==> src/rtl/cpu_pkg.sv <==
// Shared definitions for the single-bus CPU control path: opcodes, sequencer
// states and instruction classes.
package cpu_pkg;

  localparam logic [4:0] OP_LD   = 5'b00000;
  localparam logic [4:0] OP_LDI  = 5'b00001;
  localparam logic [4:0] OP_ST   = 5'b00010;
  localparam logic [4:0] OP_ADD  = 5'b00011;
  localparam logic [4:0] OP_SUB  = 5'b00100;
  localparam logic [4:0] OP_AND  = 5'b00101;
  localparam logic [4:0] OP_OR   = 5'b00110;
  localparam logic [4:0] OP_SHR  = 5'b00111;
  localparam logic [4:0] OP_SHRA = 5'b01000;
  localparam logic [4:0] OP_SHL  = 5'b01001;
  localparam logic [4:0] OP_ROR  = 5'b01010;
  localparam logic [4:0] OP_ROL  = 5'b01011;
  localparam logic [4:0] OP_ADDI = 5'b01100;
  localparam logic [4:0] OP_ANDI = 5'b01101;
  localparam logic [4:0] OP_ORI  = 5'b01110;
  localparam logic [4:0] OP_MUL  = 5'b01111;
  localparam logic [4:0] OP_DIV  = 5'b10000;
  localparam logic [4:0] OP_NEG  = 5'b10001;
  localparam logic [4:0] OP_NOT  = 5'b10010;
  localparam logic [4:0] OP_BR   = 5'b10011;
  localparam logic [4:0] OP_JR   = 5'b10100;
  localparam logic [4:0] OP_JAL  = 5'b10101;
  localparam logic [4:0] OP_IN   = 5'b10110;
  localparam logic [4:0] OP_OUT  = 5'b10111;
  localparam logic [4:0] OP_MFHI = 5'b11000;
  localparam logic [4:0] OP_MFLO = 5'b11001;
  localparam logic [4:0] OP_NOP  = 5'b11010;
  localparam logic [4:0] OP_HALT = 5'b11011;

  localparam logic [4:0] ALU_ADD = OP_ADD;

  typedef enum logic [2:0] {
    ST_RESET  = 3'd0,
    ST_F0     = 3'd1,
    ST_F1     = 3'd2,
    ST_F1W    = 3'd3,
    ST_F2     = 3'd4,
    ST_EXEC   = 3'd5,
    ST_HALTED = 3'd6
  } state_e;

  typedef enum logic [3:0] {
    ALU_R, ALU_I, MULDIV, UNARY, LD, LDI, ST, BR,
    JR, JAL, IN, OUT, MFHI, MFLO, NOP, HALT
  } instr_class_e;

endpackage

==> src/rtl/control_unit_if.sv <==
// Control-unit <-> datapath signal bundle. The control unit is the master:
// it consumes IR/CON/Stop and drives every strobe.
interface control_unit_if #(parameter int OPW = 5);
  logic [31:0]    IR;
  logic           CON, Stop, Run;
  logic           PCout, ZHIout, ZLOout, MDRout, HIout, LOout, INPORTout, Cout, Rout, BAout;
  logic           PCin, MARin, MDRin, IRin, Yin, Zin, HIin, LOin, Rin, CONin, OUTPORTin;
  logic           Gra, Grb, Grc, IncPC, Read, write;
  logic [OPW-1:0] alu_op;

  modport master (
    input  IR, CON, Stop,
    output Run, PCout, ZHIout, ZLOout, MDRout, HIout, LOout, INPORTout, Cout, Rout, BAout,
           PCin, MARin, MDRin, IRin, Yin, Zin, HIin, LOin, Rin, CONin, OUTPORTin,
           Gra, Grb, Grc, IncPC, Read, write, alu_op
  );

  modport slave (
    output IR, CON, Stop,
    input  Run, PCout, ZHIout, ZLOout, MDRout, HIout, LOout, INPORTout, Cout, Rout, BAout,
           PCin, MARin, MDRin, IRin, Yin, Zin, HIin, LOin, Rin, CONin, OUTPORTin,
           Gra, Grb, Grc, IncPC, Read, write, alu_op
  );
endinterface

==> src/rtl/control_unit_decode.sv <==
// Opcode to instruction-class decode, plus the index of the last execute step
// of that class. Unassigned opcodes behave as nop.
module instr_class_decode
  import cpu_pkg::*;
#(
  parameter int OPW   = 5,
  parameter int STEPW = 3
) (
  input  logic [OPW-1:0]   i_opcode,
  output instr_class_e     o_class,
  output logic [STEPW-1:0] o_last_step
);

  // Opcode grouping into execute-sequence classes
  always_comb begin
    o_class = NOP;
    case (i_opcode)
      OP_ADD, OP_SUB, OP_AND, OP_OR, OP_SHR, OP_SHRA,
      OP_SHL, OP_ROR, OP_ROL:          o_class = ALU_R;
      OP_ADDI, OP_ANDI, OP_ORI:        o_class = ALU_I;
      OP_MUL, OP_DIV:                  o_class = MULDIV;
      OP_NEG, OP_NOT:                  o_class = UNARY;
      OP_LD:                           o_class = LD;
      OP_LDI:                          o_class = LDI;
      OP_ST:                           o_class = ST;
      OP_BR:                           o_class = BR;
      OP_JR:                           o_class = JR;
      OP_JAL:                          o_class = JAL;
      OP_IN:                           o_class = IN;
      OP_OUT:                          o_class = OUT;
      OP_MFHI:                         o_class = MFHI;
      OP_MFLO:                         o_class = MFLO;
      OP_HALT:                         o_class = HALT;
      default:                         o_class = NOP;
    endcase
  end

  // Final execute step per class
  always_comb begin
    o_last_step = STEPW'(3'd0);
    case (o_class)
      ALU_R, ALU_I, LDI: o_last_step = STEPW'(3'd2);
      MULDIV, BR:        o_last_step = STEPW'(3'd3);
      UNARY, JAL:        o_last_step = STEPW'(3'd1);
      LD:                o_last_step = STEPW'(3'd5);
      ST:                o_last_step = STEPW'(3'd4);
      default:           o_last_step = STEPW'(3'd0);
    endcase
  end

endmodule

==> src/rtl/control_unit.sv <==
// Hardwired control sequencer: fetch, per-class execute steps and halt, with
// strobes decoded as a Moore function of state, step and opcode.
module control_unit
  import cpu_pkg::*;
#(
  parameter int OPW   = 5,
  parameter int STEPW = 3
) (
  input  logic            Clock,
  input  logic            clr,
  control_unit_if.master  bus
);

  localparam logic [2:0] S_RESET  = ST_RESET;
  localparam logic [2:0] S_F0     = ST_F0;
  localparam logic [2:0] S_F1     = ST_F1;
  localparam logic [2:0] S_F1W    = ST_F1W;
  localparam logic [2:0] S_F2     = ST_F2;
  localparam logic [2:0] S_EXEC   = ST_EXEC;
  localparam logic [2:0] S_HALTED = ST_HALTED;

  localparam logic [STEPW-1:0] E0 = STEPW'(3'd0);
  localparam logic [STEPW-1:0] E1 = STEPW'(3'd1);
  localparam logic [STEPW-1:0] E2 = STEPW'(3'd2);
  localparam logic [STEPW-1:0] E3 = STEPW'(3'd3);
  localparam logic [STEPW-1:0] E4 = STEPW'(3'd4);
  localparam logic [STEPW-1:0] E5 = STEPW'(3'd5);

  logic [2:0]       r_state, w_next_state, w_end_state;
  logic [STEPW-1:0] r_step, w_next_step, w_last_step;
  logic [OPW-1:0]   w_op;
  instr_class_e     w_class;
  logic             w_unused_ir;

  assign w_op        = bus.IR[31 -: OPW];
  assign w_unused_ir = ^bus.IR[31-OPW:0];

  instr_class_decode #(.OPW(OPW), .STEPW(STEPW)) u_decode (
    .i_opcode    (w_op),
    .o_class     (w_class),
    .o_last_step (w_last_step)
  );

  // State and step registers; clr forces RESET from any state
  always_ff @(posedge Clock) begin
    if (clr) begin
      r_state <= S_RESET;
      r_step  <= E0;
    end else begin
      r_state <= w_next_state;
      r_step  <= w_next_step;
    end
  end

  // Sequencing; Stop is only looked at on an instruction's final cycle
  always_comb begin
    w_next_state = r_state;
    w_next_step  = r_step;
    w_end_state  = bus.Stop ? S_HALTED : S_F0;
    case (r_state)
      S_RESET: w_next_state = S_F0;
      S_F0:    w_next_state = S_F1;
      S_F1:    w_next_state = S_F1W;
      S_F1W:   w_next_state = S_F2;
      S_F2: begin
        w_next_step = E0;
        if (w_class == HALT) begin
          w_next_state = S_HALTED;
        end else if (w_class == NOP) begin
          w_next_state = w_end_state;
        end else begin
          w_next_state = S_EXEC;
        end
      end
      S_EXEC: begin
        if (r_step == w_last_step) begin
          w_next_state = w_end_state;
          w_next_step  = E0;
        end else begin
          w_next_step  = r_step + E1;
        end
      end
      S_HALTED: w_next_state = S_HALTED;
      default:  w_next_state = S_RESET;
    endcase
  end

  // Strobe decode
  always_comb begin
    bus.Run = 1'b0;       bus.alu_op = {OPW{1'b0}};
    bus.PCout = 1'b0;     bus.ZHIout = 1'b0;   bus.ZLOout = 1'b0;   bus.MDRout = 1'b0;
    bus.HIout = 1'b0;     bus.LOout = 1'b0;    bus.INPORTout = 1'b0; bus.Cout = 1'b0;
    bus.Rout = 1'b0;      bus.BAout = 1'b0;    bus.PCin = 1'b0;     bus.MARin = 1'b0;
    bus.MDRin = 1'b0;     bus.IRin = 1'b0;     bus.Yin = 1'b0;      bus.Zin = 1'b0;
    bus.HIin = 1'b0;      bus.LOin = 1'b0;     bus.Rin = 1'b0;      bus.CONin = 1'b0;
    bus.OUTPORTin = 1'b0; bus.Gra = 1'b0;      bus.Grb = 1'b0;      bus.Grc = 1'b0;
    bus.IncPC = 1'b0;     bus.Read = 1'b0;     bus.write = 1'b0;
    if (r_state != S_RESET && r_state != S_HALTED) begin
      bus.Run    = 1'b1;
      bus.alu_op = w_op;
    end else begin
      bus.Run    = 1'b0;
    end
    case (r_state)
      S_F0:  begin bus.PCout = 1'b1; bus.MARin = 1'b1; bus.IncPC = 1'b1; bus.Zin = 1'b1; end
      S_F1:  begin bus.ZLOout = 1'b1; bus.PCin = 1'b1; bus.Read = 1'b1; end
      S_F1W: begin bus.Read = 1'b1; bus.MDRin = 1'b1; end
      S_F2:  begin bus.MDRout = 1'b1; bus.IRin = 1'b1; end
      S_EXEC: begin
        case (w_class)
          ALU_R, ALU_I: begin
            case (r_step)
              E0: begin bus.Grb = 1'b1; bus.Rout = 1'b1; bus.Yin = 1'b1; end
              E1: begin
                bus.Zin = 1'b1;
                if (w_class == ALU_R) begin
                  bus.Grc = 1'b1; bus.Rout = 1'b1;
                end else begin
                  bus.Cout = 1'b1;
                end
              end
              E2:      begin bus.ZLOout = 1'b1; bus.Gra = 1'b1; bus.Rin = 1'b1; end
              default: bus.Rin = 1'b0;
            endcase
          end
          MULDIV: begin
            case (r_step)
              E0:      begin bus.Gra = 1'b1; bus.Rout = 1'b1; bus.Yin = 1'b1; end
              E1:      begin bus.Grb = 1'b1; bus.Rout = 1'b1; bus.Zin = 1'b1; end
              E2:      begin bus.ZLOout = 1'b1; bus.LOin = 1'b1; end
              E3:      begin bus.ZHIout = 1'b1; bus.HIin = 1'b1; end
              default: bus.HIin = 1'b0;
            endcase
          end
          UNARY: begin
            case (r_step)
              E0:      begin bus.Grb = 1'b1; bus.Rout = 1'b1; bus.Zin = 1'b1; end
              E1:      begin bus.ZLOout = 1'b1; bus.Gra = 1'b1; bus.Rin = 1'b1; end
              default: bus.Rin = 1'b0;
            endcase
          end
          // ld/ldi/st share the base+offset address computation in E0..E2
          LD, LDI, ST: begin
            case (r_step)
              E0: begin bus.Grb = 1'b1; bus.BAout = 1'b1; bus.Yin = 1'b1; end
              E1: begin bus.Cout = 1'b1; bus.alu_op = ALU_ADD; bus.Zin = 1'b1; end
              E2: begin
                bus.ZLOout = 1'b1;
                if (w_class == LDI) begin
                  bus.Gra = 1'b1; bus.Rin = 1'b1;
                end else begin
                  bus.MARin = 1'b1;
                end
              end
              E3: begin
                if (w_class == ST) begin
                  bus.Gra = 1'b1; bus.Rout = 1'b1; bus.MDRin = 1'b1;
                end else begin
                  bus.Read = 1'b1;
                end
              end
              E4: begin
                if (w_class == ST) begin
                  bus.write = 1'b1;
                end else begin
                  bus.Read = 1'b1; bus.MDRin = 1'b1;
                end
              end
              E5:      begin bus.MDRout = 1'b1; bus.Gra = 1'b1; bus.Rin = 1'b1; end
              default: bus.Rin = 1'b0;
            endcase
          end
          BR: begin
            case (r_step)
              E0: begin bus.Gra = 1'b1; bus.Rout = 1'b1; bus.CONin = 1'b1; end
              E1: begin bus.PCout = 1'b1; bus.Yin = 1'b1; end
              E2: begin bus.Cout = 1'b1; bus.alu_op = ALU_ADD; bus.Zin = 1'b1; end
              E3: begin
                if (bus.CON) begin
                  bus.ZLOout = 1'b1; bus.PCin = 1'b1;
                end else begin
                  bus.PCin = 1'b0;
                end
              end
              default: bus.PCin = 1'b0;
            endcase
          end
          JR:  begin bus.Gra = 1'b1; bus.Rout = 1'b1; bus.PCin = 1'b1; end
          JAL: begin
            if (r_step == E0) begin
              bus.PCout = 1'b1; bus.Grb = 1'b1; bus.Rin = 1'b1;
            end else begin
              bus.Gra = 1'b1; bus.Rout = 1'b1; bus.PCin = 1'b1;
            end
          end
          IN:      begin bus.INPORTout = 1'b1; bus.Gra = 1'b1; bus.Rin = 1'b1; end
          OUT:     begin bus.Gra = 1'b1; bus.Rout = 1'b1; bus.OUTPORTin = 1'b1; end
          MFHI:    begin bus.HIout = 1'b1; bus.Gra = 1'b1; bus.Rin = 1'b1; end
          MFLO:    begin bus.LOout = 1'b1; bus.Gra = 1'b1; bus.Rin = 1'b1; end
          default: bus.Rin = 1'b0;
        endcase
      end
      default: bus.IncPC = 1'b0;
    endcase
  end

endmodule
==> src/flat_wrapper.sv <==
// flat-port wrapper written by rule: the top's interface ports become plain ports
module control_unit_flat import cpu_pkg::*;
#(
  parameter int OPW   = 5,
  parameter int STEPW = 3
)
  (Clock, clr, bus_IR, bus_CON, bus_Stop, bus_Run, bus_PCout, bus_ZHIout, bus_ZLOout, bus_MDRout, bus_HIout, bus_LOout, bus_INPORTout, bus_Cout, bus_Rout, bus_BAout, bus_PCin, bus_MARin, bus_MDRin, bus_IRin, bus_Yin, bus_Zin, bus_HIin, bus_LOin, bus_Rin, bus_CONin, bus_OUTPORTin, bus_Gra, bus_Grb, bus_Grc, bus_IncPC, bus_Read, bus_write, bus_alu_op);
  control_unit_if #(.OPW(OPW)) bus_i ();
  input  logic Clock;
  input  logic clr;
  input wire logic [$bits(bus_i.IR)-1:0] bus_IR;
  input wire logic [$bits(bus_i.CON)-1:0] bus_CON;
  input wire logic [$bits(bus_i.Stop)-1:0] bus_Stop;
  output wire logic [$bits(bus_i.Run)-1:0] bus_Run;
  output wire logic [$bits(bus_i.PCout)-1:0] bus_PCout;
  output wire logic [$bits(bus_i.ZHIout)-1:0] bus_ZHIout;
  output wire logic [$bits(bus_i.ZLOout)-1:0] bus_ZLOout;
  output wire logic [$bits(bus_i.MDRout)-1:0] bus_MDRout;
  output wire logic [$bits(bus_i.HIout)-1:0] bus_HIout;
  output wire logic [$bits(bus_i.LOout)-1:0] bus_LOout;
  output wire logic [$bits(bus_i.INPORTout)-1:0] bus_INPORTout;
  output wire logic [$bits(bus_i.Cout)-1:0] bus_Cout;
  output wire logic [$bits(bus_i.Rout)-1:0] bus_Rout;
  output wire logic [$bits(bus_i.BAout)-1:0] bus_BAout;
  output wire logic [$bits(bus_i.PCin)-1:0] bus_PCin;
  output wire logic [$bits(bus_i.MARin)-1:0] bus_MARin;
  output wire logic [$bits(bus_i.MDRin)-1:0] bus_MDRin;
  output wire logic [$bits(bus_i.IRin)-1:0] bus_IRin;
  output wire logic [$bits(bus_i.Yin)-1:0] bus_Yin;
  output wire logic [$bits(bus_i.Zin)-1:0] bus_Zin;
  output wire logic [$bits(bus_i.HIin)-1:0] bus_HIin;
  output wire logic [$bits(bus_i.LOin)-1:0] bus_LOin;
  output wire logic [$bits(bus_i.Rin)-1:0] bus_Rin;
  output wire logic [$bits(bus_i.CONin)-1:0] bus_CONin;
  output wire logic [$bits(bus_i.OUTPORTin)-1:0] bus_OUTPORTin;
  output wire logic [$bits(bus_i.Gra)-1:0] bus_Gra;
  output wire logic [$bits(bus_i.Grb)-1:0] bus_Grb;
  output wire logic [$bits(bus_i.Grc)-1:0] bus_Grc;
  output wire logic [$bits(bus_i.IncPC)-1:0] bus_IncPC;
  output wire logic [$bits(bus_i.Read)-1:0] bus_Read;
  output wire logic [$bits(bus_i.write)-1:0] bus_write;
  output wire logic [$bits(bus_i.alu_op)-1:0] bus_alu_op;
  assign bus_i.IR = bus_IR;
  assign bus_i.CON = bus_CON;
  assign bus_i.Stop = bus_Stop;
  assign bus_Run = bus_i.Run;
  assign bus_PCout = bus_i.PCout;
  assign bus_ZHIout = bus_i.ZHIout;
  assign bus_ZLOout = bus_i.ZLOout;
  assign bus_MDRout = bus_i.MDRout;
  assign bus_HIout = bus_i.HIout;
  assign bus_LOout = bus_i.LOout;
  assign bus_INPORTout = bus_i.INPORTout;
  assign bus_Cout = bus_i.Cout;
  assign bus_Rout = bus_i.Rout;
  assign bus_BAout = bus_i.BAout;
  assign bus_PCin = bus_i.PCin;
  assign bus_MARin = bus_i.MARin;
  assign bus_MDRin = bus_i.MDRin;
  assign bus_IRin = bus_i.IRin;
  assign bus_Yin = bus_i.Yin;
  assign bus_Zin = bus_i.Zin;
  assign bus_HIin = bus_i.HIin;
  assign bus_LOin = bus_i.LOin;
  assign bus_Rin = bus_i.Rin;
  assign bus_CONin = bus_i.CONin;
  assign bus_OUTPORTin = bus_i.OUTPORTin;
  assign bus_Gra = bus_i.Gra;
  assign bus_Grb = bus_i.Grb;
  assign bus_Grc = bus_i.Grc;
  assign bus_IncPC = bus_i.IncPC;
  assign bus_Read = bus_i.Read;
  assign bus_write = bus_i.write;
  assign bus_alu_op = bus_i.alu_op;
  control_unit #(.OPW(OPW), .STEPW(STEPW)) u_core (.Clock(Clock), .clr(clr), .bus(bus_i));
endmodule
==> config.mk <==
export PLATFORM = sky130hd
export DESIGN_NAME = control_unit_flat
export DESIGN_NICKNAME = d
export VERILOG_FILES = /design/src/rtl/cpu_pkg.sv /design/src/rtl/control_unit_if.sv /design/src/rtl/control_unit_decode.sv /design/src/rtl/control_unit.sv /design/src/flat_wrapper.sv
export SDC_FILE = /design/constraint.sdc
export NUM_CORES = 1
export LEC_CHECK = 0
export BUFFER_PORTS_ARGS = -buffer_cell sky130_fd_sc_hd__buf_2
export CAP_MARGIN = 20
export CORE_UTILIZATION = 51
export DETAILED_ROUTE_END_ITERATION = 10
export PLACE_DENSITY = 0.93
export REMOVE_ABC_BUFFERS = 1
export SLEW_MARGIN = 40
export SYNTH_ARGS = -nofsm -noshare
export SYNTH_HDL_FRONTEND = slang
export SYNTH_SLANG_ARGS = --single-unit
==> constraint.sdc <==
create_clock -name Clock -period 5.3 [get_ports Clock]
set_clock_uncertainty 0.2 [all_clocks]
set_input_delay 0.795 -clock Clock [delete_from_list [all_inputs] [get_ports Clock]]
set_output_delay 0.795 -clock Clock [all_outputs]
set_load 0.01 [all_outputs]
# After elaboration in Yosys (flattened, before gate mapping)
# Memories as Yosys holds them, arrays and structs flattened.
# Cells that the tools add are included.
[totals] word_cells=140 ramBits=0 reg_bits=6 latch_bits=0 n_memories=2 mem_bits_ro=176
[classes] n_shift=0 addsub=1 muxes=88 div_mod_pow=0 order_cmp=0 n_eq_ne=29 reduce_logical=18 bitwise_logic=0 multipliers=0
[mem_list] memory="(no name shown)" words=32 width=4 read_ports=1 rd_clocked_by_memory_dff=0 write_ports=0 line_no="control_unit_decode.sv:17" source="case (i_opcode)"
[mem_list] memory="(no name shown)" words=16 width=3 read_ports=1 rd_clocked_by_memory_dff=0 write_ports=0 line_no="control_unit_decode.sv:41" source="case (o_class)"
[ops] cell="1-bit 2-to-1 mux" count=54
[ops] cell="4-bit equality test (second input constant)" count=8
[ops] cell="1-bit case mux with 2 select lines" count=14
[ops] cell="3-bit case mux with 7 select lines" count=1
[ops] cell="5-bit 2-to-1 mux" count=4
[ops] cell="4-bit by 3-bit equality test with 1-bit output (second input constant)" count=4
[ops] cell="3-bit equality test (second input constant)" count=5
[ops] cell="3-bit 2-to-1 mux" count=5
[ops] cell="1-bit case mux with 3 select lines" count=5
[ops] cell="2-bit OR reduction" count=7
[ops] cell="3-bit by 2-bit equality test with 1-bit output (second input constant)" count=4
[ops] cell="1-bit case mux with 6 select lines" count=2
[ops] cell="5-bit case mux with 2 select lines" count=1
[ops] cell="4-bit by 2-bit equality test with 1-bit output (second input constant)" count=2
[ops] cell="7-bit OR reduction" count=1
[ops] cell="3-bit by 1-bit equality test with 1-bit output (second input constant)" count=2
[ops] cell="3-bit zero test" count=2
[ops] cell="3-bit case mux with 2 select lines" count=1
[ops] cell="3-bit OR reduction" count=2
[ops] cell="6-bit OR reduction" count=1
[ops] cell="1-bit case mux with 5 select lines" count=1
[ops] cell="5-bit OR reduction" count=1
[ops] cell="4-bit by 1-bit equality test with 1-bit output (second input constant)" count=1
[ops] cell="4-bit zero test" count=1
[ops] cell="other kinds (7)" count=7

# Longest topological paths before layout
[logic_depth] ltp_word=6 depth_mapped=14 depth_no_buf=12

# Hierarchy
# From an unflattened synthesis, not the netlist that was laid out.
[unflattened] hier_cells=207 area_unflattened_um2=1348.8
[by_module_without_submodules] mod="control_unit" area_each_um2=1106.1 cells_per_inst=172 seq_area_each_um2=120.1 instances=1
[by_module_without_submodules] mod="instr_class_decode" area_each_um2=242.7 cells_per_inst=35 seq_area_each_um2=0.0 instances=1

# Worst setup path before layout
# Ideal clock, no wire load.
[synth_timing] kind="input to output" startpoint="in bus_IR[31]" endpoint="out bus_Gra" slack_ps=1119 t_arrival_ps=3186 path_stages=12 t_required_ps=4305 path_cell_list="buf_4 -> clkbuf_1 -> nor3_1 -> a221oi_1 -> inv_1 -> ha_1 -> buf_2 -> or3_1 -> a32oi_1 -> nor2_1 -> a221oi_1 -> a31oi_1"
[synth_via] elab_chain_cells=6
[synth_lines] element="start: declaration" line_no="flat_wrapper.sv:11" source="input wire logic [$bits(bus_i.IR)-1:0] bus_IR;"
[synth_lines] element="memory read 32 x 4 bit (*)"
[synth_lines] element="4-bit by 3-bit equality test with 1-bit output, on equally long branches" line_no="control_unit.sv:110, control_unit.sv:156, control_unit.sv:149"
[synth_lines] element="1-bit 2-to-1 mux, on equally long branches" line_no="control_unit.sv:156, control_unit.sv:149"
[synth_lines] element="1-bit case mux with 3 select lines" line_no="control_unit.sv:144" source="case (r_step)"
[synth_lines] element="1-bit case mux with 6 select lines (*)" line_no="control_unit.sv:110" source="case (w_class)"
[synth_lines] element="1-bit 2-to-1 mux (*)" line_no="control_unit.sv:104" source="case (r_state)"
[synth_lines] element="end: declaration" line_no="flat_wrapper.sv:36" source="output wire logic [$bits(bus_i.Gra)-1:0] bus_Gra;"
# Every way passes the cells marked *; elsewhere a longest branch is shown, timed or not.

# Final worst setup path
[layout_timing] startpoint="in bus_IR[30]" endpoint="out bus_Gra"
# Same word-level chain as after synthesis.

==> parameters.txt <==
Parameter                              Value

Pwr
  Largest voltage drop on the vdd net    0.000180 V
  Total power divided by cell area    173 mW/mm^2
  Overall power after layout    between 200 and 300 uW
  Leakage Power    0.000702 uW

Floorplanning
  Die outline width    55.1 um
  Top-Level Pins    69
  Initial core utilization    56.1%
  Core Rows    18
  Height of the die    55.1 um
  Die Outline Area    0.00304 sq mm
  Core region area    0.00257 sq mm

Logic synthesis
  Async S/R FF share, synth    0%
  Portion of synthesized cell area occupied by the leading cell type    8.69%
  Yosys warning total    0
  Flip-flop cell with the highest count after synthesis    sky130_fd_sc_hd__dfxtp_1
  EDFF count, synth    0
  Synthesized area    0.00144 sq mm
  Cell type with the highest aggregate area in the netlist    sky130_fd_sc_hd__ha_1
  Cell types occupying the most area after synthesis    sky130_fd_sc_hd__ha_1 8.7%, sky130_fd_sc_hd__dfxtp_1 8.3%, sky130_fd_sc_hd__nand2_1 6.3%
  #FFs+latches synth    6
  Mean area per synthesized cell    around 6.6 sq um
  Synthesized netlist cell count    218
  Synth cell types    55
  Register area share after synthesis    8.34%

Clock tree
  Number of clock sinks    6
  TritonCTS clock tree    built
  Count of H-tree levels built during CTS    1
  Clock root cell    sky130_fd_sc_hd__clkbuf_4
  CTS buffer count    3
  # hold bufs at CTS    0
  Clock Path Buffers    2
  Clock latency reported for the late side of the worst-skew pair    0.25 ns
  Post-CTS sizing    0
  Clock-pin transition on the worst setup and hold timing paths    0.05 ns
  Setup bufs post-CTS    0

Worst setup path
  Critical path buffers and inverters    4
  Crit Path Class    input port to primary output
  Highest net fanout along the worst path    11
  End of the worst register-to-register path    u_core.r_state[0]
  Crit. End Element    primary output
  Logic depth of the worst register-to-register path    5
  Reg2Reg Launch Point    u_core.r_state[0]
  Startpoint type of the worst setup path    input port
  R2R Setup Slk    3.27 ns
  Standard cell with the maximum stage delay on the critical path    sky130_fd_sc_hd__or3_1
  Req. time, crit path    about 4.3 ns
  Largest incremental delay on the critical path    0.50 ns
  Worst path arrival time    between 3 and 4 ns
  CP cell instances    buf_2, inv_2, a21oi_1, o2bb2ai_1, a221oi_1, inv_1, ha_1, or3_1, a32oi_1, nor2_1, a221oi_1, a31oi_1, buf_2
  Cell family with the largest share of critical-path delay    compound AO/OA/AOI/OAI gates

Detailed routing
  Routed length per placed instance    15.2 um
  Total via count in the routed design    1744
  Residual antenna-violating net count after detailed routing    0
  Detailed Routing Iterations Pass 1    4
  Remaining DRCs    0
  Via-per-instance ratio    6.39
  Total Wirelength    4160 um
  1st-iter DRT viols    83

Global route
  Vias in the first global route    ~1400
  Pin count of the biggest net entering global routing    20
  Total global routing track utilization    28.2%
  Total gr overflow    0
  Initial antenna violation count    0
  Global-route wire length before repair    6240 um

Timing
  Final hold violation count    0
  Measured slew at the worst slew-check pin    0.654 ns
  Unrepaired setup endpoints after global routing    no
  Final slew viol count    0
  Remaining max-slew budget at the tightest pin    56.3%
  Maximum frequency from static timing analysis    206 MHz
  Final-layout setup total negative slack    0 ns
  Share of the cycle needed by the critical path after routing    91.6%
  Final Setup Violations    0
  Clock period minus worst slack    4.85 ns

Min path
  Worst Hold Launch    u_core.r_step[0]
  Hold EP    u_core.r_step[0]
  Hold Crit Depth    2
  Type of the most critical hold path    register to register

Place
  Number of buffers inserted by port buffering    between 40 and 50
  HPWL after detailed placement    3010 um
  GPL Wtd Cong    0.931

Final layout
  Number of fill cells in the layout    between 200 and 250
  Commonest cells after routing, fill and taps aside    41 x sky130_fd_sc_hd__buf_2, 24 x sky130_fd_sc_hd__nand2_1, 23 x sky130_fd_sc_hd__nor2_1
  Area Growth Syn to Fin    11.6%
  Layout Utilization    62.6%
  Fraction of layout instances using a drive strength above 1    22.6%
  Commonest non-fill, non-tap cell in the layout    sky130_fd_sc_hd__buf_2
  Final net count    291
  Antenna diode instance count    0

Status
  Status    finished clean

Run
  Max Cap Violations    0
-- Yosys cell counts, types with 6 or more instances --
master and instances:
sky130_fd_sc_hd__nor2_1 23, sky130_fd_sc_hd__a21oi_1 16, sky130_fd_sc_hd__clkbuf_1 11, sky130_fd_sc_hd__inv_1 8, sky130_fd_sc_hd__nand2_1 24, sky130_fd_sc_hd__o21ai_0 10
sky130_fd_sc_hd__nor3_1 7, sky130_fd_sc_hd__and2_1 6, sky130_fd_sc_hd__dfxtp_1 6, sky130_fd_sc_hd__o31ai_1 6, sky130_fd_sc_hd__ha_1 10, sky130_fd_sc_hd__nor2b_1 10
-- cell type report --
type | count | area, sq um | share of cell area (%)
Multi-Input combinational cell | 184 | 1190 | 73.9
Timing Repair Buffer | 41 | 205 | 12.8
Sequential cell | 6 | 120 | 7.48
Tap cell | 30 | 37.5 | 2.34
Inverter | 9 | 33.8 | 2.10
Clock buffer | 3 | 22.5 | 1.40
-- registers in the layout (all words and copies together), names as in the netlist --
signal	count
u_core.r_state	3
u_core.r_step	3
-- metrics by stage --
stage	setup WS [ns]	std cells	hold slack [ns]	instance area, sq um
floorplan	1.40	199	0.288	1340
global placement	0.658	270	0.326	1580
detailed placement	0.546	270	0.338	1580
CTS	0.539	273	0.350	1610
global route	0.273	273	0.374	1610
finish	0.447	273	0.356	1610
-- layer usage --
layer	up-vias	share of wire (%)	global-route usage [%]
met4	0	0.38	9.17
met2	99	48	45.8
met5	-	0	0
met3	4	9.2	2.19
met1	800	43	38.9
li1	841	-	-
-- worst min-delay path, stage by stage (launching register included) --
cell                      delay [ns]
sky130_fd_sc_hd__dfxtp_1        0.36
sky130_fd_sc_hd__nand2_1        0.08
sky130_fd_sc_hd__a21oi_1        0.06
-- worst max-delay path by stage --
stage / start / to / slack (ns) / depth (start not counted)
global route: bus_IR[30] / bus_Gra / 0.27 / 13
floorplan: bus_IR[30] / bus_Gra / 1.40 / 11
finish: bus_IR[30] / bus_Gra / 0.45 / 13
detailed placement: bus_IR[30] / bus_Gra / 0.55 / 13
CTS: bus_IR[30] / bus_Gra / 0.54 / 13
global placement: bus_IR[30] / bus_Gra / 0.66 / 13
-- report_power, final --
part | internal (uW) | switching, uW | leakage, uW
clock network | 25.7 | 17.1 | 0.0000138
logic | 66.0 | 104 | 0.000639
registers | 49.9 | 14.4 | 0.0000492
-- kinds of logic (layout without fill, tap and decap cells) --
kind of cell               Yosys count  after routing  share of synthesized area [%]
AOI/OAI and AO/OA                   72             72                           36.1
DFF                                  6              6                           8.34
xor gates and xnor gates             4              4                           2.95
buffers and inverters               28             53                           9.21
and+or+nand+nor                     98             98                           34.8
adders and majority gates           10             10                           8.69
Power figures use the tool's default switching activity.
